**config.mk**
```make
export PLATFORM = sky130hd
export DESIGN_NAME = ex_cond_stage
export DESIGN_NICKNAME = d
export VERILOG_FILES = /design/src/rtl/cpu_pkg.sv /design/src/rtl/cond_check.sv /design/src/rtl/ex_cond_stage.sv
export SDC_FILE = /design/constraint.sdc
export NUM_CORES = 1
export LEC_CHECK = 0
export CAP_MARGIN = 20
export CORE_AREA = 5 5 99 101
export CTS_BUF_LIST = sky130_fd_sc_hd__clkbuf_4
export DETAILED_ROUTE_END_ITERATION = 7
export DIE_AREA = 0 0 104 106
export GPL_TIMING_DRIVEN = 0
export PLACE_DENSITY_LB_ADDON = 0.25
export SLEW_MARGIN = 25
export SYNTH_ARGS = -nofsm -noshare
export SYNTH_HDL_FRONTEND = slang
export SYNTH_HIERARCHICAL = 1
export SYNTH_SLANG_ARGS = --single-unit
```
**constraint.sdc**
```tcl
create_clock -name clk -period 4.8 [get_ports clk]
set_input_delay 0.72 -clock clk [delete_from_list [all_inputs] [get_ports clk]]
set_output_delay 0.72 -clock clk [all_outputs]
set_load 0.01 [all_outputs]
```
**src/rtl/cpu_pkg.sv**
```systemverilog
// cpu_pkg: shared definitions for the ARM core execute/condition logic.
//   cond_t     - 4-bit ARM condition field encodings
//   FLAG_*     - bit positions of N/Z/C/V in a 4-bit NZCV vector
//   FW_*       - bit positions in the 2-bit FlagWrite control
package cpu_pkg;

  typedef enum logic [3:0] {
    COND_EQ = 4'b0000,
    COND_NE = 4'b0001,
    COND_CS = 4'b0010,
    COND_CC = 4'b0011,
    COND_MI = 4'b0100,
    COND_PL = 4'b0101,
    COND_VS = 4'b0110,
    COND_VC = 4'b0111,
    COND_HI = 4'b1000,
    COND_LS = 4'b1001,
    COND_GE = 4'b1010,
    COND_LT = 4'b1011,
    COND_GT = 4'b1100,
    COND_LE = 4'b1101,
    COND_AL = 4'b1110,
    COND_NV = 4'b1111
  } cond_t;

  localparam int FLAG_N = 3;
  localparam int FLAG_Z = 2;
  localparam int FLAG_C = 1;
  localparam int FLAG_V = 0;

  localparam int FW_NZ = 1;
  localparam int FW_CV = 0;

endpackage

```
**src/rtl/cond_check.sv**
```systemverilog
// cond_check: combinational ARM condition evaluation.
//   CondE   in  4 : condition field
//   FlagsQ  in  4 : architectural NZCV ({N,Z,C,V})
//   CondExE out 1 : condition passed
// Shared with the single-cycle core, so keep it purely combinational.
module cond_check
  import cpu_pkg::*;
(
  input  logic [3:0] CondE,
  input  logic [3:0] FlagsQ,
  output logic       CondExE
);

  cond_t w_cond;
  logic  w_n, w_z, w_c, w_v, w_ge;

  assign w_cond = cond_t'(CondE);
  assign w_n    = FlagsQ[FLAG_N];
  assign w_z    = FlagsQ[FLAG_Z];
  assign w_c    = FlagsQ[FLAG_C];
  assign w_v    = FlagsQ[FLAG_V];
  assign w_ge   = (w_n == w_v);

  always_comb begin
    CondExE = 1'b0;
    case (w_cond)
      COND_EQ: CondExE = w_z;
      COND_NE: CondExE = ~w_z;
      COND_CS: CondExE = w_c;
      COND_CC: CondExE = ~w_c;
      COND_MI: CondExE = w_n;
      COND_PL: CondExE = ~w_n;
      COND_VS: CondExE = w_v;
      COND_VC: CondExE = ~w_v;
      COND_HI: CondExE = w_c & ~w_z;
      COND_LS: CondExE = ~w_c | w_z;
      COND_GE: CondExE = w_ge;
      COND_LT: CondExE = ~w_ge;
      COND_GT: CondExE = ~w_z & w_ge;
      COND_LE: CondExE = w_z | ~w_ge;
      COND_AL: CondExE = 1'b1;
      // 1111 is a no-op encoding in this core: never executes.
      default: CondExE = 1'b0;
    endcase
  end

endmodule

```
**src/rtl/ex_cond_stage.sv**
```systemverilog
// ex_cond_stage: execute-stage condition unit + EX/MEM pipeline register.
//   clk, reset(async, active low), stall, flush
//   CondE, FlagWriteE, ALUFlagsE          : condition / flag-update inputs
//   ALUResultE, WriteDataE, WA3E          : datapath captured into M
//   RegWriteE, MemWriteE, MemtoRegE, PCSrcE : ungated controls
//   CondExE  : combinational condition-passed (from FlagsQ only)
//   FlagsQ   : architectural NZCV register
//   *M       : registered data and gated controls
module ex_cond_stage
  import cpu_pkg::*;
#(
  parameter int WIDTH = 32
) (
  input  logic             clk,
  input  logic             reset,
  input  logic             stall,
  input  logic             flush,
  input  logic [3:0]       CondE,
  input  logic [1:0]       FlagWriteE,
  input  logic [3:0]       ALUFlagsE,
  input  logic [WIDTH-1:0] ALUResultE,
  input  logic [WIDTH-1:0] WriteDataE,
  input  logic [3:0]       WA3E,
  input  logic             RegWriteE,
  input  logic             MemWriteE,
  input  logic             MemtoRegE,
  input  logic             PCSrcE,
  output logic             CondExE,
  output logic [3:0]       FlagsQ,
  output logic [WIDTH-1:0] ALUResultM,
  output logic [WIDTH-1:0] WriteDataM,
  output logic [3:0]       WA3M,
  output logic             RegWriteM,
  output logic             MemWriteM,
  output logic             MemtoRegM,
  output logic             PCSrcM
);

  logic [3:0]       r_flags;
  logic [WIDTH-1:0] r_alu_res, r_wdata;
  logic [3:0]       r_wa3;
  logic             r_rw, r_mw, r_m2r, r_pcs;
  logic             w_cond_ex, w_adv, w_fw_nz, w_fw_cv;

  cond_check u_cond (
    .CondE   (CondE),
    .FlagsQ  (r_flags),
    .CondExE (w_cond_ex)
  );

  // Stall outranks flush: a stalled instruction must not be squashed.
  assign w_adv   = ~stall & ~flush;
  assign w_fw_nz = w_adv & w_cond_ex & FlagWriteE[FW_NZ];
  assign w_fw_cv = w_adv & w_cond_ex & FlagWriteE[FW_CV];

  always_ff @(posedge clk or negedge reset) begin
    if (!reset) begin
      r_flags <= '0;
    end else begin
      if (w_fw_nz) begin
        r_flags[FLAG_N] <= ALUFlagsE[FLAG_N];
        r_flags[FLAG_Z] <= ALUFlagsE[FLAG_Z];
      end
      if (w_fw_cv) begin
        r_flags[FLAG_C] <= ALUFlagsE[FLAG_C];
        r_flags[FLAG_V] <= ALUFlagsE[FLAG_V];
      end
    end
  end

  always_ff @(posedge clk or negedge reset) begin
    if (!reset) begin
      r_alu_res <= '0;
      r_wdata   <= '0;
      r_wa3     <= '0;
      r_rw      <= 1'b0;
      r_mw      <= 1'b0;
      r_m2r     <= 1'b0;
      r_pcs     <= 1'b0;
    end else if (!stall) begin
      if (flush) begin
        r_alu_res <= '0;
        r_wdata   <= '0;
        r_wa3     <= '0;
        r_rw      <= 1'b0;
        r_mw      <= 1'b0;
        r_m2r     <= 1'b0;
        r_pcs     <= 1'b0;
      end else begin
        // Data moves even on a failed condition; only side-effecting
        // controls are squashed. MemtoReg is harmless without RegWrite.
        r_alu_res <= ALUResultE;
        r_wdata   <= WriteDataE;
        r_wa3     <= WA3E;
        r_rw      <= RegWriteE & w_cond_ex;
        r_mw      <= MemWriteE & w_cond_ex;
        r_m2r     <= MemtoRegE;
        r_pcs     <= PCSrcE & w_cond_ex;
      end
    end
  end

  assign CondExE    = w_cond_ex;
  assign FlagsQ     = r_flags;
  assign ALUResultM = r_alu_res;
  assign WriteDataM = r_wdata;
  assign WA3M       = r_wa3;
  assign RegWriteM  = r_rw;
  assign MemWriteM  = r_mw;
  assign MemtoRegM  = r_m2r;
  assign PCSrcM     = r_pcs;

endmodule

```
==> impl_metrics.tcl, run 1 <==
set metrics [dict create \
    status "completed" \
    io_buffers 160 \
    vias 2969 \
    synthTopCellsByArea "dfrtp_1 (57%), nand2b_1 (12%), o21ai_0 (9.8%)" \
    synth.net_count 425 \
    critPathMaxFanout 8 \
    htree_levels 3 \
    cts_made_buffers 9 \
    synth_edf_count 0 \
    cts_tree "yes" \
    num_rows 35 \
    synth_ff_type "dfrtp_1" \
    finalWirelength_um 9682 \
    yosys-mux-area-fraction_pct 1.807 \
    path_buf_inv 2 \
    start_util_pct 37.20 \
    power_density_nw_per_um2 302.4 \
    crit_family "buffers and inverters" \
    cts_resized 0 \
    rsz0062_at_grt "no" \
    core_um2 8934 \
    timing.critical_path.mode_cell "clkdlybuf4s50_1" \
    synth_xor_area_share_pct 0.7530 \
    hp-class "input port to asynchronous set/reset pin" \
    synthAdderAreaFrac_pct 0 \
    place_area_um2 5089 \
    wl_per_cell_um 15.42 \
    place.gp.congestion 0.7578 \
    max_stage_delay_ns 0.63 \
    drt_drc_violations_left 0 \
    layout_min_cycle_time_ns 3.570 \
    overflow 0 \
    skew_ns 0.005328 \
    ys_seq_area_share_pct 57.23 \
    grt_usage_pct 17.53 \
    ios 163 \
    slowest_stage "clkdlybuf4s50_1" \
    clk_latency_ns 0.40 \
    via_per_inst 4.728 \
    ctsLongestPathBuffers 2 \
    grt_max_degree 52 \
    drv_cap 0 \
    setup_viol 0 \
    hpwl_um 7294 \
    synth.ff_latch_count 76 \
    hold_slack_ns 0.1963 \
    leakage_nw 2.210 \
    final_cell_area_um2 5255 \
    synth_top_family_by_area "simple AND/OR/NAND/NOR gates" \
    drive_gt1_share_pct 6.783 \
    die_h_um 106 \
    numClockSinks 76 \
    p_total_w 0.001589 \
    synthArstFlopShare_pct 100.0 \
    synth.distinct_cells 27 \
    grt_pass1_wl_um 15890 \
    syn_inst 339 \
    synth_compound_area_share_pct 13.74 \
    slew_headroom_pct 73.91 \
    drv_slew 0 \
    cts_setup_buffers 0 \
    synth-simple-area-share_pct 23.19 \
    final_cell_mix "clkdlybuf4s50_1 (159), dfrtp_1 (76), nand2_1 (69)" \
    worstMarginPinSlew_ns 0.3899 \
    grt_pass1_vias 3114 \
    synth.cell_area_um2 3323 \
    clkTransAtPathRegs_ns 0.13 \
    worstPathArrival_ns 2.85 \
    dr.pass1.iters 4 \
    synth_top_area_cell "dfrtp_1" \
    drt_iter0_drc 98 \
    final_common_cell "clkdlybuf4s50_1" \
    ir_drop_mv 0.1765 \
    tns_ns 0 \
    max_freq_ghz 0.2801 \
    die_w_um 104 \
    yosys_warnings 6 \
    root_buffer "clkbuf_4" \
    avgSynthCellArea_um2 9.803 \
    synth.top_cell.area_share_pct 57.23 \
    syn2layout_area_growth_pct 58.13 \
    period_share_pct 74.37 \
    cp.required_ns 4.08 \
    worstPathCellList "clkdlybuf4s50_1 -> mux2_4 -> a21oi_1 -> o211ai_1 -> a211o_1 -> clkdlybuf4s50_1" \
    layout.nets 597 \
    worst_setup_path_end_kind "output pin" \
    startpoint_type "input port" \
    hold_violations 0 \
    hold_buffers 0 \
    critical_path_class "input port to output pin" \
    antenna_found_initial 0 \
    die_area_um2 11020 \
    ant_nets 0 \
]
==> per-layer routing <==
layer	global-route usage [%]	vias up	wire length [um]
li1	-	1465	-
met1	21.99	1377	4164
met2	28.92	114	4718
met3	4.554	13	622
met4	6.938	0	176
met5	0	-	0
==> state kept, by name, indices dropped and copies added, names as in the netlist <==
register / cells
FlagsQ: 4
WriteDataM: 32
PCSrcM: 1
RegWriteM: 1
MemWriteM: 1
ALUResultM: 32
MemtoRegM: 1
WA3M: 4
==> kinds of logic after synthesis <==
| family | Yosys count |
|---|---|
| and+or+nand+nor | 149 |
| AOI/OAI and AO/OA | 83 |
| DFF | 76 |
| buffers and inverters | 24 |
| muxes | 5 |
| xor gates and xnor gates | 2 |
==> final cells by class <==
cell class              instances  area (um2)
multi-input cells             239        1313
repair buffers                161        1627
clock inverters                 6       88.84
diodes                          1       2.502
clock buffers                  10       75.07
plain buffers                  24       108.9
well taps                     111       138.9
flip-flops and latches         76        1902
fillers                       823        3679
==> power breakdown <==
| group | internal, W | switching (W) |
|---|---|---|
| registers | 0.000700 | 0.0000492 |
| clock network | 0.000217 | 0.000227 |
| logic | 0.000237 | 0.000160 |
==> metrics by stage <==
stage	cells	worst slack (ns)	utilization [%]
3_5_place_dp	611	1.239	56.96
2_1_floorplan	339	2.410	-
6_report	628	1.230	58.82
5_1_grt	627	1.158	58.80
3_3_place_gp	610	0.2897	56.68
4_1_cts	627	1.238	58.80
==> worst paths after layout <==
kind	startpoint	end	slack, ns	cells past startpoint
worst min register to register	ALUResultM[22]$_DFFE_PN0N_	ALUResultM[22]$_DFFE_PN0N_	0.50	2
worst max-delay path	CondE[2]	CondExE	1.23	6
worst max register to register	FlagsQ[3]$_DFFE_PN0P_	FlagsQ[0]$_DFFE_PN0P_	2.63	6
max in group asynchronous	reset	WriteDataM[6]$_DFFE_PN0N_	4.01	2
min in group clk	ALUResultM[22]$_DFFE_PN0N_	ALUResultM[22]$_DFFE_PN0N_	0.50	2
worst min-delay path	reset	ALUResultM[9]$_DFFE_PN0N_	0.20	1
==> Yosys cell counts (2+ instances only) <==
cell type	number
a211o_1	2
a21oi_1	3
a22o_1	5
and4bb_1	2
buf_2	15
clkbuf_1	9
dfrtp_1	76
mux2_1	4
nand2_1	69
nand2b_1	66
nand3b_1	3
nor2_1	3
nor3_1	2
o211ai_1	2
o21ai_0	65
o21ai_1	2
==> worst reg2reg max path, cell delays in order, from the launching register on <==
cell and delay, ns:
dfrtp_1 0.49, xnor2_2 0.25, o22ai_1 0.12, a211o_1 0.29, a211o_1 0.33, and4bb_1 0.25, mux2_1 0.32
Power figures use the tool's default switching activity.
==> run 2, diff against run 1 <==
- CORE_AREA: 5 5 99 101 -> 5 5 100 102
- DIE_AREA: 0 0 104 106 -> 0 0 105 107
- clock period: 4.8 -> 2.9 ns (I/O delays scaled with it)
==> run 2 against run 1 <==
Flip-flop and latch count stayed put. Setup slack worse by 0.81 ns. Utilization is 0.65 points lower. Cell count is 0.16% lower. Design area is 0.14% lower. Clock power is 61% higher. Via count is 1.1% higher. Largest cell class unchanged. Highest routed layer unchanged.
==> impl_metrics.tcl, run 2 (synthesis results as in run 1) <==
set metrics [dict create \
    grt_pass1_wl_um 15800 \
    utilization_pct 58.17 \
    numClockSinks 76 \
    rsz0062_at_grt "no" \
    place_ws_ns -0.08113 \
    hold_violations 0 \
    power_density_nw_per_um2 497.6 \
    root_buffer "clkbuf_4" \
    finalWirelength_um 9725 \
    r2r_end "FlagsQ[1]$_DFFE_PN0P_" \
    setup_viol 0 \
    grt_pass1_vias 3107 \
    vias 3001 \
    die_w_um 105 \
    ir_drop_mv 0.2567 \
    critical_path_class "register to output pin" \
    hpwl_um 7210 \
    overflow 0 \
    core_um2 9021 \
    drv_cap 0 \
    min_to "WriteDataM[13]$_DFFE_PN0N_" \
    hp-class "register to register" \
    clkTransAtPathRegs_ns 0.11 \
    place.gp.congestion 0.7556 \
    setup_slack_ns 0.4209 \
    drt_iter0_drc 109 \
    io_buffers 160 \
    hold_path.startpoint "WriteDataM[13]$_DFFE_PN0N_" \
    worst_setup_path_end_kind "output pin" \
    drive_gt1_share_pct 6.977 \
    tns_ns 0 \
    drv_slew 0 \
    num_rows 35 \
    leakage_nw 2.218 \
    antenna_found_initial 0 \
    wl_per_cell_um 15.51 \
    startpoint_type "register" \
    cts_made_buffers 9 \
    slew_headroom_pct 66.21 \
    critPathMaxFanout 7 \
    period_share_pct 85.49 \
    rr_startpoint "FlagsQ[3]$_DFFE_PN0P_" \
    ctsLongestPathBuffers 2 \
    cp.required_ns 2.47 \
    layout_min_cycle_time_ns 2.479 \
    worstPathArrival_ns 2.04 \
    syn2layout_area_growth_pct 57.91 \
    ios 163 \
    htree_levels 3 \
    r2r_slack_ns 0.79 \
    hold_depth 2 \
    grt_usage_pct 17.24 \
    dp_cells 611 \
    drt_drc_violations_left 0 \
    max_freq_ghz 0.4034 \
    clk_latency_ns 0.39 \
    dr.pass1.iters 4 \
    layout.nets 598 \
    start_util_pct 36.84 \
    skew_ns 0.002213 \
    final_cell_mix "clkdlybuf4s50_1 (157), dfrtp_1 (74), nand2_1 (69)" \
    grt_max_degree 40 \
    worstRegToRegCells 6 \
    via_per_inst 4.786 \
    final_cells 627 \
    die_h_um 107 \
    antennaDiodeCount 0 \
    final_common_cell "clkdlybuf4s50_1" \
    status "completed" \
    cts_tree "yes" \
    worstMarginPinSlew_ns 0.5069 \
    die_area_um2 11240 \
    ant_nets 0 \
]
## run 2: changes by cell type in the layout (fill, tap and decap cells not counted)
cell	previous run	this run
buf_12	0	1
buf_16	1	0
clkdlybuf4s50_1	159	157
clkinv_2	1	2
clkinv_4	1	0
clkinvlp_4	2	1
dfrtp_1	76	74
dfrtp_2	0	2
diode_2	1	0
dlygate4sd2_1	0	1
dlygate4sd3_1	0	1
dlymetal6s2s_1	0	1
## run 2: worst max path at each step
stage,from,cells after the start,slack (ns),endpoint
5_1_grt,FlagsQ[3]$_DFFE_PN0P_,5,0.29,CondExE
6_report,FlagsQ[3]$_DFFE_PN0P_,5,0.42,CondExE
3_5_place_dp,CondE[2],6,-0.08,CondExE
2_1_floorplan,FlagsQ[3]$_DFFE_PN0P_,6,0.85,FlagsQ[0]$_DFFE_PN0P_
3_3_place_gp,reset,1,-1.28,WriteDataM[3]$_DFFE_PN0N_
4_1_cts,FlagsQ[3]$_DFFE_PN0P_,5,0.04,CondExE
## run 2: worst max-delay path: stages, from the launching register on
cell	delay, ns
dfrtp_2	0.48
xnor2_2	0.21
o22ai_1	0.11
a211o_1	0.29
a211o_1	0.34
dlymetal6s2s_1	0.21
## run 2: final cells by class
cell class,instances,area (um2)
Clock inverter,5,77.57
Fill cell,806,3774
Clock buffer,10,75.07
Buffer,24,108.9
Sequential cell,76,1904
Tap cell,111,138.9
Multi-Input combinational cell,239,1313
Timing Repair Buffer,162,1630
## run 2: power by group
| group | internal [W] | switching [W] | total, W | leakage [nW] |
|---|---|---|---|---|
| Combinational | 0.000390 | 0.000261 | 0.000651 | 1.15 |
| Clock | 0.000352 | 0.000364 | 0.000717 | 0.0822 |
| Sequential | 0.00116 | 0.0000827 | 0.00124 | 0.985 |
| Total | 0.00190 | 0.000708 | 0.00261 | 2.22 |
## run 2: per-stage QoR
step                      area (um2)  hold slack (ns)  power, W
final                           5248           0.4955  0.002611
after global placement          5064           0.4649  0.001903
after floorplan                 3323           0.1394  0.001502
after global routing            5248           0.5240  0.002755
after detailed placement        5081           0.4371  0.001921
after CTS                       5243           0.5038  0.002646
## run 2: timing repair
item	4_1_cts	5_1_grt
resized for setup	1	3
endpoints found under the hold margin	37	0
endpoints found under the setup margin	1	1
cloned	0	0
hold buffers	1	0
buffers inserted	0	0
## run 2: routing by layer
metal | global-route usage, % | wire length (um)
met3 | 4.816 | 595
met4 | 5.114 | 140
met2 | 28.91 | 4737
met5 | 0 | 0
met1 | 21.69 | 4252
==> run 3, diff against run 2 <==
- CORE_AREA: 5 5 100 102 -> 5 5 99 101
- DIE_AREA: 0 0 105 107 -> 0 0 104 106
- clock period: 2.9 -> 2.3 ns (I/O delays scaled with it)
==> run 3 against run 2 <==
First-iteration DRC count decreased by 9.2%. Design area increased by 0.93%. Sequential share of layout area decreased by 0.31 points. Sequential power increased by 26%. Utilization increased by 1.1 points. Highest routed layer unchanged. Global-route usage increased by 0.51 points. Die area decreased by 1.9%. Clock skew increased by 0.0054 ns.
==> impl_metrics.tcl, run 3 (synthesis results as in run 1) <==
set metrics [dict create \
    status "completed" \
    p_total_w 0.003366 \
    grt_max_degree 52 \
    rsz0062_at_grt "no" \
    cts_made_buffers 9 \
    io_buffers 160 \
    dr.pass1.iters 4 \
    core_um2 8934 \
    power_density_nw_per_um2 635.6 \
    drive_gt1_share_pct 8.253 \
    overflow 0 \
    ant_nets 0 \
    grt_pass1_vias 3165 \
    critical_path_class "register to output pin" \
    period_share_pct 95.99 \
    ctsLongestPathBuffers 2 \
    ir_drop_mv 0.3678 \
    hold_violations 0 \
    layout_min_cycle_time_ns 2.208 \
    clkTransAtPathRegs_ns 0.13 \
    leakage_nw 2.234 \
    final_cell_mix "clkdlybuf4s50_1 (157), dfrtp_1 (73), nand2_1 (69)" \
    fillers 815 \
    worstMarginPinSlew_ns 0.3914 \
    rr_startpoint "FlagsQ[2]$_DFFE_PN0P_" \
    grt_usage_pct 17.75 \
    die_h_um 106 \
    layout.nets 602 \
    r2r_end "FlagsQ[0]$_DFFE_PN0P_" \
    root_buffer "clkbuf_4" \
    skew_ns 0.007641 \
    drt_drc_violations_left 0 \
    die_area_um2 11020 \
    ios 163 \
    max_freq_ghz 0.4529 \
    drt_iter0_drc 99 \
    antenna_found_initial 0 \
    place.gp.congestion 0.7578 \
    worstPathCellList "mux2_4 -> a21oi_1 -> o211ai_1 -> a211o_1 -> buf_6" \
    setup_viol 0 \
    num_rows 35 \
    final_common_cell "clkdlybuf4s50_1" \
    multi_input_area_um2 1313 \
    slowest_stage "dfrtp_2" \
    worst_setup_path_end_kind "output pin" \
    syn2layout_area_growth_pct 59.38 \
    drv_slew 0 \
    die_w_um 104 \
    finalWirelength_um 9849 \
    max_stage_delay_ns 0.46 \
    critPathMaxFanout 6 \
    hp-class "input port to asynchronous set/reset pin" \
    cts_tree "yes" \
    hpwl_um 7294 \
    htree_levels 3 \
    drv_cap 0 \
    clk_latency_ns 0.40 \
    wl_per_cell_um 15.58 \
    startpoint_type "register" \
    grt_pass1_wl_um 16080 \
    antennaDiodeCount 0 \
    slew_headroom_pct 73.81 \
    start_util_pct 37.20 \
    worstRegToRegCells 7 \
    worstPathArrival_ns 1.86 \
    tns_ns 0 \
    cp.required_ns 1.96 \
    vias 2984 \
    via_per_inst 4.722 \
    seq_area_um2 1906 \
    r2r_slack_ns 0.16 \
    numClockSinks 76 \
]
[run 3: cell count changes in the layout (fill, tap and decap cells not counted), sizes merged]
cell | before | now
buf | 17 | 22
clkinvlp | 1 | 2
dlymetal6s2s | 1 | 0
[run 3: cell type report]
cell class	count	share of cell area, %
sequential	76	35.98
timing repair buffer	166	31.47
multi-input combinational	239	24.78
tap	111	2.622
buffer	24	2.055
clock inverter	6	1.677
clock buffer	10	1.417
[run 3: power by group]
group	internal, W	switching, W	total [W]
Sequential	0.00146	0.0000929	0.00156
Combinational	0.000526	0.000357	0.000882
Clock	0.000453	0.000473	0.000926
Total	0.00244	0.000923	0.00337
[run 3: critical path: cells and delay by family, from the launching register on]
kind | cells | cell delay, ns
AOI/OAI and AO/OA | 3 | 0.59
buffers and inverters | 1 | 0.13
DFF | 1 | 0.46
muxes | 1 | 0.27
[run 3: repair_timing]
item / CTS / global route
hold buffers: 1 / 0
setup endpoints to repair: 1 / 1
setup buffers: 4 / 0
pin swaps: 2 / 4
gates resized for setup: 7 / 2
hold endpoints to repair: 25 / 0
[run 3: worst max-delay path by stage]
stage / from / endpoint / slack [ns] / cells past startpoint
after floorplan: FlagsQ[3]$_DFFE_PN0P_ / FlagsQ[0]$_DFFE_PN0P_ / 0.25 / 6
after global placement: reset / WriteDataM[2]$_DFFE_PN0N_ / -1.84 / 1
after detailed placement: CondE[2] / CondExE / -0.51 / 6
after CTS: FlagsQ[0]$_DFFE_PN0P_ / CondExE / 0.001 / 5
after global routing: FlagsQ[2]$_DFFE_PN0P_ / CondExE / 0.003 / 5
final: FlagsQ[2]$_DFFE_PN0P_ / CondExE / 0.09 / 5
[run 3: per-layer routing]
layer  part of all wire, %  vias to the layer above  track usage (%)
li1                      -                     1473                -
met1                    43                     1392            21.99
met2                    49                      104            29.60
met3                   6.1                       15            4.493
met4                   1.9                        0            7.216
met5                     0                        -                0
[run 3: through the flow]
stage                     hold slack [ns]  utilization, %  worst slack (ns)  instance area, um2  cells
after global placement             0.4649           56.68            -1.835                5064    610
after CTS                          0.3490           59.20          0.001396                5289    632
after detailed placement           0.2876           56.96           -0.5109                5089    611
final                              0.3705           59.29           0.09222                5296    632
after global routing               0.3801           59.29          0.002765                5296    632
after floorplan                   0.04941               -            0.2452                3323    339
